**config.mk**
```make
export PLATFORM = sky130hd
export DESIGN_NAME = pwm_input_capture
export DESIGN_NICKNAME = d
export VERILOG_FILES = /design/src/rtl/pwm_input_capture_pkg.sv /design/src/rtl/pwm_edge_sync.sv /design/src/rtl/pwm_input_capture.sv
export SDC_FILE = /design/constraint.sdc
export NUM_CORES = 1
export LEC_CHECK = 0
export CORE_ASPECT_RATIO = 1.5
export CORE_MARGIN = 3
export CORE_UTILIZATION = 33
export DETAILED_ROUTE_END_ITERATION = 12
export SLEW_MARGIN = 5
export SYNTH_ARGS = -nofsm -noshare
export SYNTH_HDL_FRONTEND = slang
export SYNTH_SLANG_ARGS = --single-unit
```
**constraint.sdc**
```tcl
create_clock -name clk_psc_i -period 5.7 [get_ports clk_psc_i]
set_clock_uncertainty 0.2 [all_clocks]
set_input_delay 1.71 -clock clk_psc_i [delete_from_list [all_inputs] [get_ports clk_psc_i]]
set_output_delay 1.71 -clock clk_psc_i [all_outputs]
set_load 0.1 [all_outputs]
```
**src/rtl/pwm_input_capture_pkg.sv**
```systemverilog
// Shared definitions for the PWM capture path: state encodings and default counter width.
// The PWM generator imports the same package, so keep encodings stable.
package pwm_input_capture_pkg;

  localparam int PWM_WIDTH_DEF = 16;

  typedef enum logic [1:0] {
    ST_IDLE = 2'd0,
    ST_ARM  = 2'd1,
    ST_HIGH = 2'd2,
    ST_LOW  = 2'd3
  } cap_state_e;

endpackage

```
**src/rtl/pwm_edge_sync.sv**
```systemverilog
// Brings the asynchronous PWM input into the clock domain, applies polarity and flags edges.
// Latency: a level first sampled at edge N shows up as rise/fall in the cycle after edge N+1.
module pwm_edge_sync (
  input  logic clk_i,
  input  logic rst_n_i,
  input  logic pwm_i,
  input  logic pol_i,
  output logic rise_o,
  output logic fall_o
);

  logic sync1_q;
  logic sync2_q;
  logic dly_q;
  logic lvl_d;

  // Polarity is applied after the synchronizer so the metastability chain never sees it.
  assign lvl_d = sync2_q ^ pol_i;

  always_ff @(posedge clk_i) begin
    if (!rst_n_i) begin
      sync1_q <= 1'b0;
      sync2_q <= 1'b0;
      dly_q   <= 1'b0;
    end else begin
      sync1_q <= pwm_i;
      sync2_q <= sync1_q;
      dly_q   <= lvl_d;
    end
  end

  assign rise_o = lvl_d & ~dly_q;
  assign fall_o = ~lvl_d & dly_q;

endmodule

```
**src/rtl/pwm_input_capture.sv**
```systemverilog
// Measures PWM period and active-phase length in prescaler ticks; one-clock strobe per capture.
// Counter saturation aborts the measurement, re-arms, and sets a sticky overflow flag.
module pwm_input_capture
  import pwm_input_capture_pkg::*;
#(
  parameter int WIDTH = PWM_WIDTH_DEF
) (
  input  logic             clk_psc_i,
  input  logic             rst_n_i,
  input  logic             cen_i,
  input  logic             ck_cnt_i,
  input  logic             pwm_in_i,
  input  logic             pol_i,
  input  logic             ovf_clr_i,
  output logic [WIDTH-1:0] period_o,
  output logic [WIDTH-1:0] duty_o,
  output logic             capture_valid_o,
  output logic             overflow_o
);

  cap_state_e       state_q;
  logic [WIDTH-1:0] cnt_q;
  logic [WIDTH-1:0] high_q;
  logic [WIDTH-1:0] period_q;
  logic [WIDTH-1:0] duty_q;
  logic             valid_q;
  logic             ovf_q;

  logic             rise;
  logic             fall;
  logic [WIDTH-1:0] snap_d;
  logic             measuring_d;
  logic             sat_d;

  pwm_edge_sync u_edge_sync (
    .clk_i   (clk_psc_i),
    .rst_n_i (rst_n_i),
    .pwm_i   (pwm_in_i),
    .pol_i   (pol_i),
    .rise_o  (rise),
    .fall_o  (fall)
  );

  // A tick landing in the edge cycle is credited to the measurement that is ending.
  assign snap_d      = cnt_q + WIDTH'(ck_cnt_i);
  assign measuring_d = (state_q == ST_HIGH) || (state_q == ST_LOW);
  assign sat_d       = measuring_d && ck_cnt_i && (cnt_q == {WIDTH{1'b1}});

  always_ff @(posedge clk_psc_i) begin
    if (!rst_n_i) begin
      state_q  <= ST_IDLE;
      cnt_q    <= '0;
      high_q   <= '0;
      period_q <= '0;
      duty_q   <= '0;
      valid_q  <= 1'b0;
      ovf_q    <= 1'b0;
    end else begin
      valid_q <= 1'b0;
      if (ovf_clr_i) begin
        ovf_q <= 1'b0;
      end
      if (!cen_i) begin
        state_q <= ST_IDLE;
        cnt_q   <= '0;
      end else if (sat_d) begin
        // Abort wins over any coincident edge; a fresh rise is needed to restart.
        ovf_q   <= 1'b1;
        cnt_q   <= '0;
        state_q <= ST_ARM;
      end else begin
        case (state_q)
          ST_IDLE: begin
            cnt_q   <= '0;
            state_q <= ST_ARM;
          end
          ST_ARM: begin
            cnt_q <= '0;
            if (rise) begin
              state_q <= ST_HIGH;
            end
          end
          ST_HIGH: begin
            cnt_q <= snap_d;
            if (fall) begin
              high_q  <= snap_d;
              state_q <= ST_LOW;
            end
          end
          ST_LOW: begin
            if (rise) begin
              period_q <= snap_d;
              duty_q   <= high_q;
              valid_q  <= 1'b1;
              cnt_q    <= '0;
              state_q  <= ST_HIGH;
            end else begin
              cnt_q <= snap_d;
            end
          end
          default: begin
            cnt_q   <= '0;
            state_q <= ST_IDLE;
          end
        endcase
      end
    end
  end

  assign period_o        = period_q;
  assign duty_o          = duty_q;
  assign capture_valid_o = valid_q;
  assign overflow_o      = ovf_q;

endmodule

```
==> reports/results.ini, run 1 <==
[timing]
period_needed_ns = 3.832
worst_slew_pin_slew_ns = 1.037
drv_slew = 0
hold_viol_final = 0
relSlewSlack_pct = 30.50
setup_violations = 0
period_share_pct = 67.24
setup_slack_ns = 1.868
fmax_mhz = 260.9
rsz0062_at_grt = no
finalSetupTns_ns = 0

[die]
rows = 40
die_area_um2 = 9820
ioPinCount = 41
core-area_um2 = 8208
die_h_um = 119.9
die_w_um = 81.92
initial_core_util_pct = 34.76

[setup_path]
endpoint = cnt_q[15]
critical_path_class = in2reg
required_ns = 5.70
worstRegToRegCells = 5
r2r_setup_slack_ns = 3.02
end_kind = flip-flop
path_max_fanout = 19
worst_setup_path_start_kind = primary input
reg2reg_from = cnt_q[4]
critical_path_arrival_ns = 3.83
startpoint = ck_cnt_i
reg2reg_to = cnt_q[15]

[clocking]
clock_sinks = 71
tritoncts = built
postCtsSetupRepairBufs = 0
clkTransAtPathRegs_ns = 0.05
cts_resized = 0
hold_buffers = 0
clock-root-buffer = clkbuf_16
htreeDepth = 3
clock_tree.buffer_depth = 2
cts_buffers = 9
clkLatencyLatePin_ns = 0.33

[detailed_routing]
wl_met3_um = 265
drt_wl_total_um = 6822
topRoutingLayerUsed = met4
drtPass1Iterations = 4
avgViaCountPerCell = 5.120
antenna_left = 0
drt-wirelength-per-cell_um = 14.64
met1Wirelength_um = 3084
dr_wl_met2_um = 3323
via_count = 2386
drt_iter0_drc = 136
drc = 0

[min_path]
hp-class = reg2reg
hold_depth = 1
hold_start = u_edge_sync.sync1_q

[finish]
fin_nets = 367
drive_above_1_share_pct = 6.371
syn2layout_area_growth_pct = 24.82
antenna_cells = 0

[logic_synthesis]
syn_avg_cell_area_um2 = 8.671
synth-async-reset-ratio_pct = 0
synth_cell_types = 34
synth-edff-count = 0
synth_seq_cells = 71
ys_warn_count = 0
yosysTopAreaCellShare_pct = 49.82
seq_area_frac_synth_pct = 49.82
synth_fp_nets = 338
netlist.top_cell.by_area = dfxtp_1
synth_cells = 329
netlist_area_um2 = 2853
synth_area_leaders = dfxtp_1 50%, nor3_1 9.8%, a21oi_1 8.8%
synth_ff_type = dfxtp_1

[placed_design]
gp_congestion = 0.9509
place_hpwl_um = 4666
place_ws_ns = 1.513
port_buffers = 40

[job]
max_cap_viol_count = 0

[global_routing]
grt_pass1_vias = 2347
gr-total-overflow = 0
grt_usage_pct = 15.74
grt_max_degree = 51
grt_pass1_wl_um = 11870
antenna_found_initial = 0

[power_and_ir_drop]
leakage_uw = 0.001149
ir_drop_mv = 0.1554
p_per_area_nw_per_um2 = 284.8

[run_status]
status = complete, no violations

-- report_power, final --
group | switching (µW) | total (µW) | internal [µW]
registers | 1.57 | 500 | 499
clock network | 198 | 486 | 287
logic | 20.2 | 27.8 | 7.65
total | 220 | 1010 | 794
-- cell usage in the layout (no fill, tap or decap), drive strengths merged --
master,netlist,layout
o21ai,21,21
clkinv,0,2
xnor2,8,8
buf,7,3
nor4b,1,1
and4b,1,1
or3,2,2
and2,3,3
o311a,1,1
nand2,9,9
nor3,57,57
nor2,9,9
and3,1,1
clkdlybuf4s50,0,40
clkbuf,18,10
inv,5,5
clkinvlp,0,2
ha,2,2
xor2,7,7
a21oi,50,50
nor2b,14,14
a311oi,2,2
nor4,3,3
nand4,5,5
and4,3,3
or4,1,1
dfxtp,71,71
nand3,27,27
o311ai,1,1
-- final cells by class --
class	count	area, µm²
sequential	71	1421
tap	105	131.4
timing repair buffer	43	422.9
clock buffer	10	229.0
fill	877	4647
clock inverter	4	25.02
inverter	5	18.77
multi-input combinational	228	1313
-- cells by family (layout without fill, tap and decap cells) --
| kind of cell | Yosys count | in the layout | share of synthesized area (%) |
|---|---|---|---|
| flops | 71 | 71 | 49.82 |
| xor+xnor | 15 | 15 | 4.605 |
| compound gates | 75 | 75 | 13.95 |
| buf+inv | 30 | 62 | 4.429 |
| fa+ha+maj | 2 | 2 | 0.8771 |
| simple gates | 136 | 136 | 26.32 |
-- registers in the layout, indices dropped and copies added (netlist names) --
register             cells
period_o                16
high_q                  16
u_edge_sync.sync2_q      1
cnt_q                   16
overflow_o               1
u_edge_sync.sync1_q      1
duty_o                  16
state_q                  2
u_edge_sync.dly_q        1
capture_valid_o          1
-- critical path, stage by stage --
cell,delay (ns)
clkdlybuf4s50_1,0.52
nand4_1,0.17
nor4_4,0.77
or3_1,0.56
nor2_1,0.09
-- cell usage after synthesis, types with 2 or more instances --
library cell and n:
a21oi_1 50, and2_1 3, and4_1 2, buf_2 5, clkbuf_1 18, dfxtp_1 71
ha_1 2, inv_1 4, nand2_1 9, nand3_1 26, nand4_1 5, nor2_1 9
nor2b_1 14, nor3_1 56, nor4_1 2, o21ai_0 21, or3_1 2, xnor2_1 8
xor2_1 7
-- layer usage --
layer / track usage (%) / up-vias
met2: 24.80 / 49
met5: 0 / -
li1: - / 1240
met4: 8.212 / 0
met3: 3.904 / 9
met1: 19.39 / 1088
-- worst min-delay path by stage --
stage / slack, ns / endpoint
2_1_floorplan: 0.21 / u_edge_sync.sync2_q
5_1_grt: 0.28 / u_edge_sync.sync2_q
3_5_place_dp: 0.23 / u_edge_sync.sync2_q
3_3_place_gp: 0.22 / u_edge_sync.sync2_q
4_1_cts: 0.24 / u_edge_sync.sync2_q
6_report: 0.23 / u_edge_sync.sync2_q
-- per-stage QoR --
| stage | area [µm²] | std cells | utilization [%] | power [µW] | hold WS [ns] |
|---|---|---|---|---|---|
| after floorplan | 2853 | 329 | - | 528.7 | 0.2118 |
| after global placement | 3307 | 452 | 40.29 | 538.8 | 0.2166 |
| after detailed placement | 3307 | 452 | 40.29 | 539.2 | 0.2297 |
| after CTS | 3561 | 466 | 43.38 | 1027 | 0.2418 |
| after global routing | 3561 | 466 | 43.38 | 1053 | 0.2774 |
| final | 3561 | 466 | 43.38 | 1014 | 0.2333 |
Note: power is estimated with default switching activity, not from simulation.
==> run 2, diff against run 1 <==
==> constraint.sdc (replaced) <==
create_clock -name clk_psc_i -period 3.2 [get_ports clk_psc_i]
set_clock_uncertainty 0.2 [all_clocks]
set_input_delay 0.96 -clock clk_psc_i [delete_from_list [all_inputs] [get_ports clk_psc_i]]
set_output_delay 0.96 -clock clk_psc_i [all_outputs]
set_load 0.1 [all_outputs]
==> run 2 against run 1 <==
Final area is 3.5% higher; die area did not move; final cell count is 2.8% higher; via count rose by 2.5%; clock power is 130% higher; sequential share of layout area shrank 1.3 points; highest routed layer unchanged; non-clock buffer count grew 11; critical path depth up 3; largest power group is now the clock network; flip-flop and latch count stayed put; worst setup slack got worse by 1.6 ns; global-route usage increased by 0.19 points; core utilization up 1.5 points; largest cell class unchanged.
==> reports/results.ini, run 2 (synthesized netlist as in run 1, its figures left out) <==
[run_status]
status = complete, no violations

[setup_path]
cp_num_buf_inv = 1
cp_slowest_cell = clkdlybuf4s50_1
required_ns = 3.24
worstRegToRegCells = 6
critical_path_class = in2reg
r2r_setup_slack_ns = 1.03
path_max_fanout = 4
critical_path_arrival_ns = 2.99
reg2reg_from = cnt_q[4]
end_kind = flip-flop
cp_top_family = simple AND/OR/NAND/NOR gates
reg2reg_to = high_q[15]
worst_setup_path_start_kind = primary input
slowest_delay_ns = 0.51
path_cells = clkdlybuf4s50_1 -> ha_1 -> ha_1 -> nand3_1 -> nor4_1 -> xor2_1 -> nor3_1 -> nor3_1

[timing]
period_share_pct = 92.21
setup_slack_ns = 0.2492
setup_violations = 0
period_needed_ns = 2.951
hold_viol_final = 0
rsz0062_at_grt = no
worst_slew_pin_slew_ns = 0.5719
finalSetupTns_ns = 0
drv_slew = 0
relSlewSlack_pct = 61.87
fmax_mhz = 338.9

[clocking]
clock_tree.buffer_depth = 2
postCtsSetupRepairBufs = 0
htreeDepth = 3
clkLatencyLatePin_ns = 0.33
tritoncts = built
hold_buffers = 0
clock_sinks = 71
clkTransAtPathRegs_ns = 0.06
clock-root-buffer = clkbuf_16
cts_resized = 0
cts_buffers = 9

[finish]
final_core_util_pct = 44.89
antenna_cells = 0
postLayoutCellArea_um2 = 3685
stdcell_count = 479
layout_common_cells = 71 x dfxtp_1, 56 x nor3_1, 50 x a21oi_1
syn2layout_area_growth_pct = 29.17
drive_above_1_share_pct = 18.98
fin_nets = 378
final_common_cell = dfxtp_1
num-fill-cells = 825

[global_routing]
grt_max_degree = 49
grt_pass1_vias = 2450
grt_pass1_wl_um = 12060
antenna_found_initial = 0
grt_usage_pct = 15.93
gr-total-overflow = 0

[min_path]
holdPathEnd = u_edge_sync.sync2_q
hold_depth = 1
hold_start = u_edge_sync.sync1_q
hp-class = reg2reg

[power_and_ir_drop]
pwr-share-comb_pct = 2.6
p_sw_share_pct = 19.67
p_per_area_nw_per_um2 = 558.4
p_seq_share_pct = 43.3
p_clk_share_pct = 54.0
ir_drop_mv = 0.3205
internal_power_uw = 1653
leakage_uw = 0.001327
p_sw_uw = 404.8

[die]
ioPinCount = 41
die_area_um2 = 9820
core-area_um2 = 8208
initial_core_util_pct = 34.76
die_h_um = 119.9
die_w_um = 81.92
rows = 40

[detailed_routing]
drt-wirelength-per-cell_um = 14.73
avgViaCountPerCell = 5.106
drt_wl_total_um = 7056
antenna_left = 0
via_count = 2446
drtPass1Iterations = 5
drt_iter0_drc = 157
drc = 0

[placed_design]
gp_congestion = 0.9330
place_inst = 463
place_area_um2 = 3342
port_buffers = 40
place_ws_ns = 0.02657
place_hpwl_um = 4823

[job]
max_cap_viol_count = 0

run 2: cell count changes in the layout (fill, tap and decap cells not counted), moves of 2 or more:
cell	previous run	this run
buf_12	0	3
buf_4	3	45
bufinv_16	0	2
clkbuf_8	0	3
clkinv_2	2	0
clkdlybuf4s50_1	40	6
run 2: layout make-up:
type / instances / area (µm²) / area share (%)
well taps: 105 / 131.4 / 3.565
clock buffers: 12 / 266.5 / 7.233
flip-flops and latches: 71 / 1421 / 38.57
repair buffers: 54 / 457.9 / 12.43
clock inverters: 4 / 76.32 / 2.071
multi-input cells: 228 / 1313 / 35.62
inverters: 5 / 18.77 / 0.5093
run 2: worst reg2reg max path, delay by kind of cell (launching register included):
family / cells / cell delay (ns)
and+or+nand+nor: 3 / 0.95
AOI/OAI and AO/OA: 2 / 0.24
buffers and inverters: 1 / 0.22
DFF: 1 / 0.43
run 2: power groups by stage:
| stage | combinational (µW) | sequential [µW] | clock [µW] |
|---|---|---|---|
| floorplan | 29.7 | 912 | 0 |
| global placement | 54.1 | 910 | 0 |
| detailed placement | 54.6 | 910 | 0 |
| CTS | 54.6 | 891 | 1130 |
| global route | 60.4 | 891 | 1180 |
| finish | 54.5 | 891 | 1110 |
run 2: metal layers:
layer / global-route usage [%] / up-vias / part of all wire, %
met5: 0 / - / 0
met4: 8.316 / 0 / 2.6
met3: 2.477 / 11 / 3.4
met2: 25.56 / 54 / 50
met1: 20.14 / 1129 / 44
li1: - / 1252 / -
run 2: metrics by stage:
step                power (µW)  hold WS (ns)
floorplan                941.8        0.2118
global placement         964.2        0.2163
detailed placement       964.7        0.2297
CTS                       2078        0.2433
global route              2128        0.2669
finish                    2058        0.2367
run 2: how the worst max path moves through the flow:
stage / startpoint / endpoint / slack [ns] / cells past startpoint
after CTS: ck_cnt_i / period_o[12] / 0.24 / 8
after detailed placement: ck_cnt_i / period_o[14] / 0.03 / 8
after global placement: ck_cnt_i / period_o[12] / 0.09 / 8
after floorplan: pol_i / cnt_q[4] / 0.66 / 7
after global routing: ck_cnt_i / high_q[12] / 0.04 / 8
final: ck_cnt_i / period_o[12] / 0.25 / 8
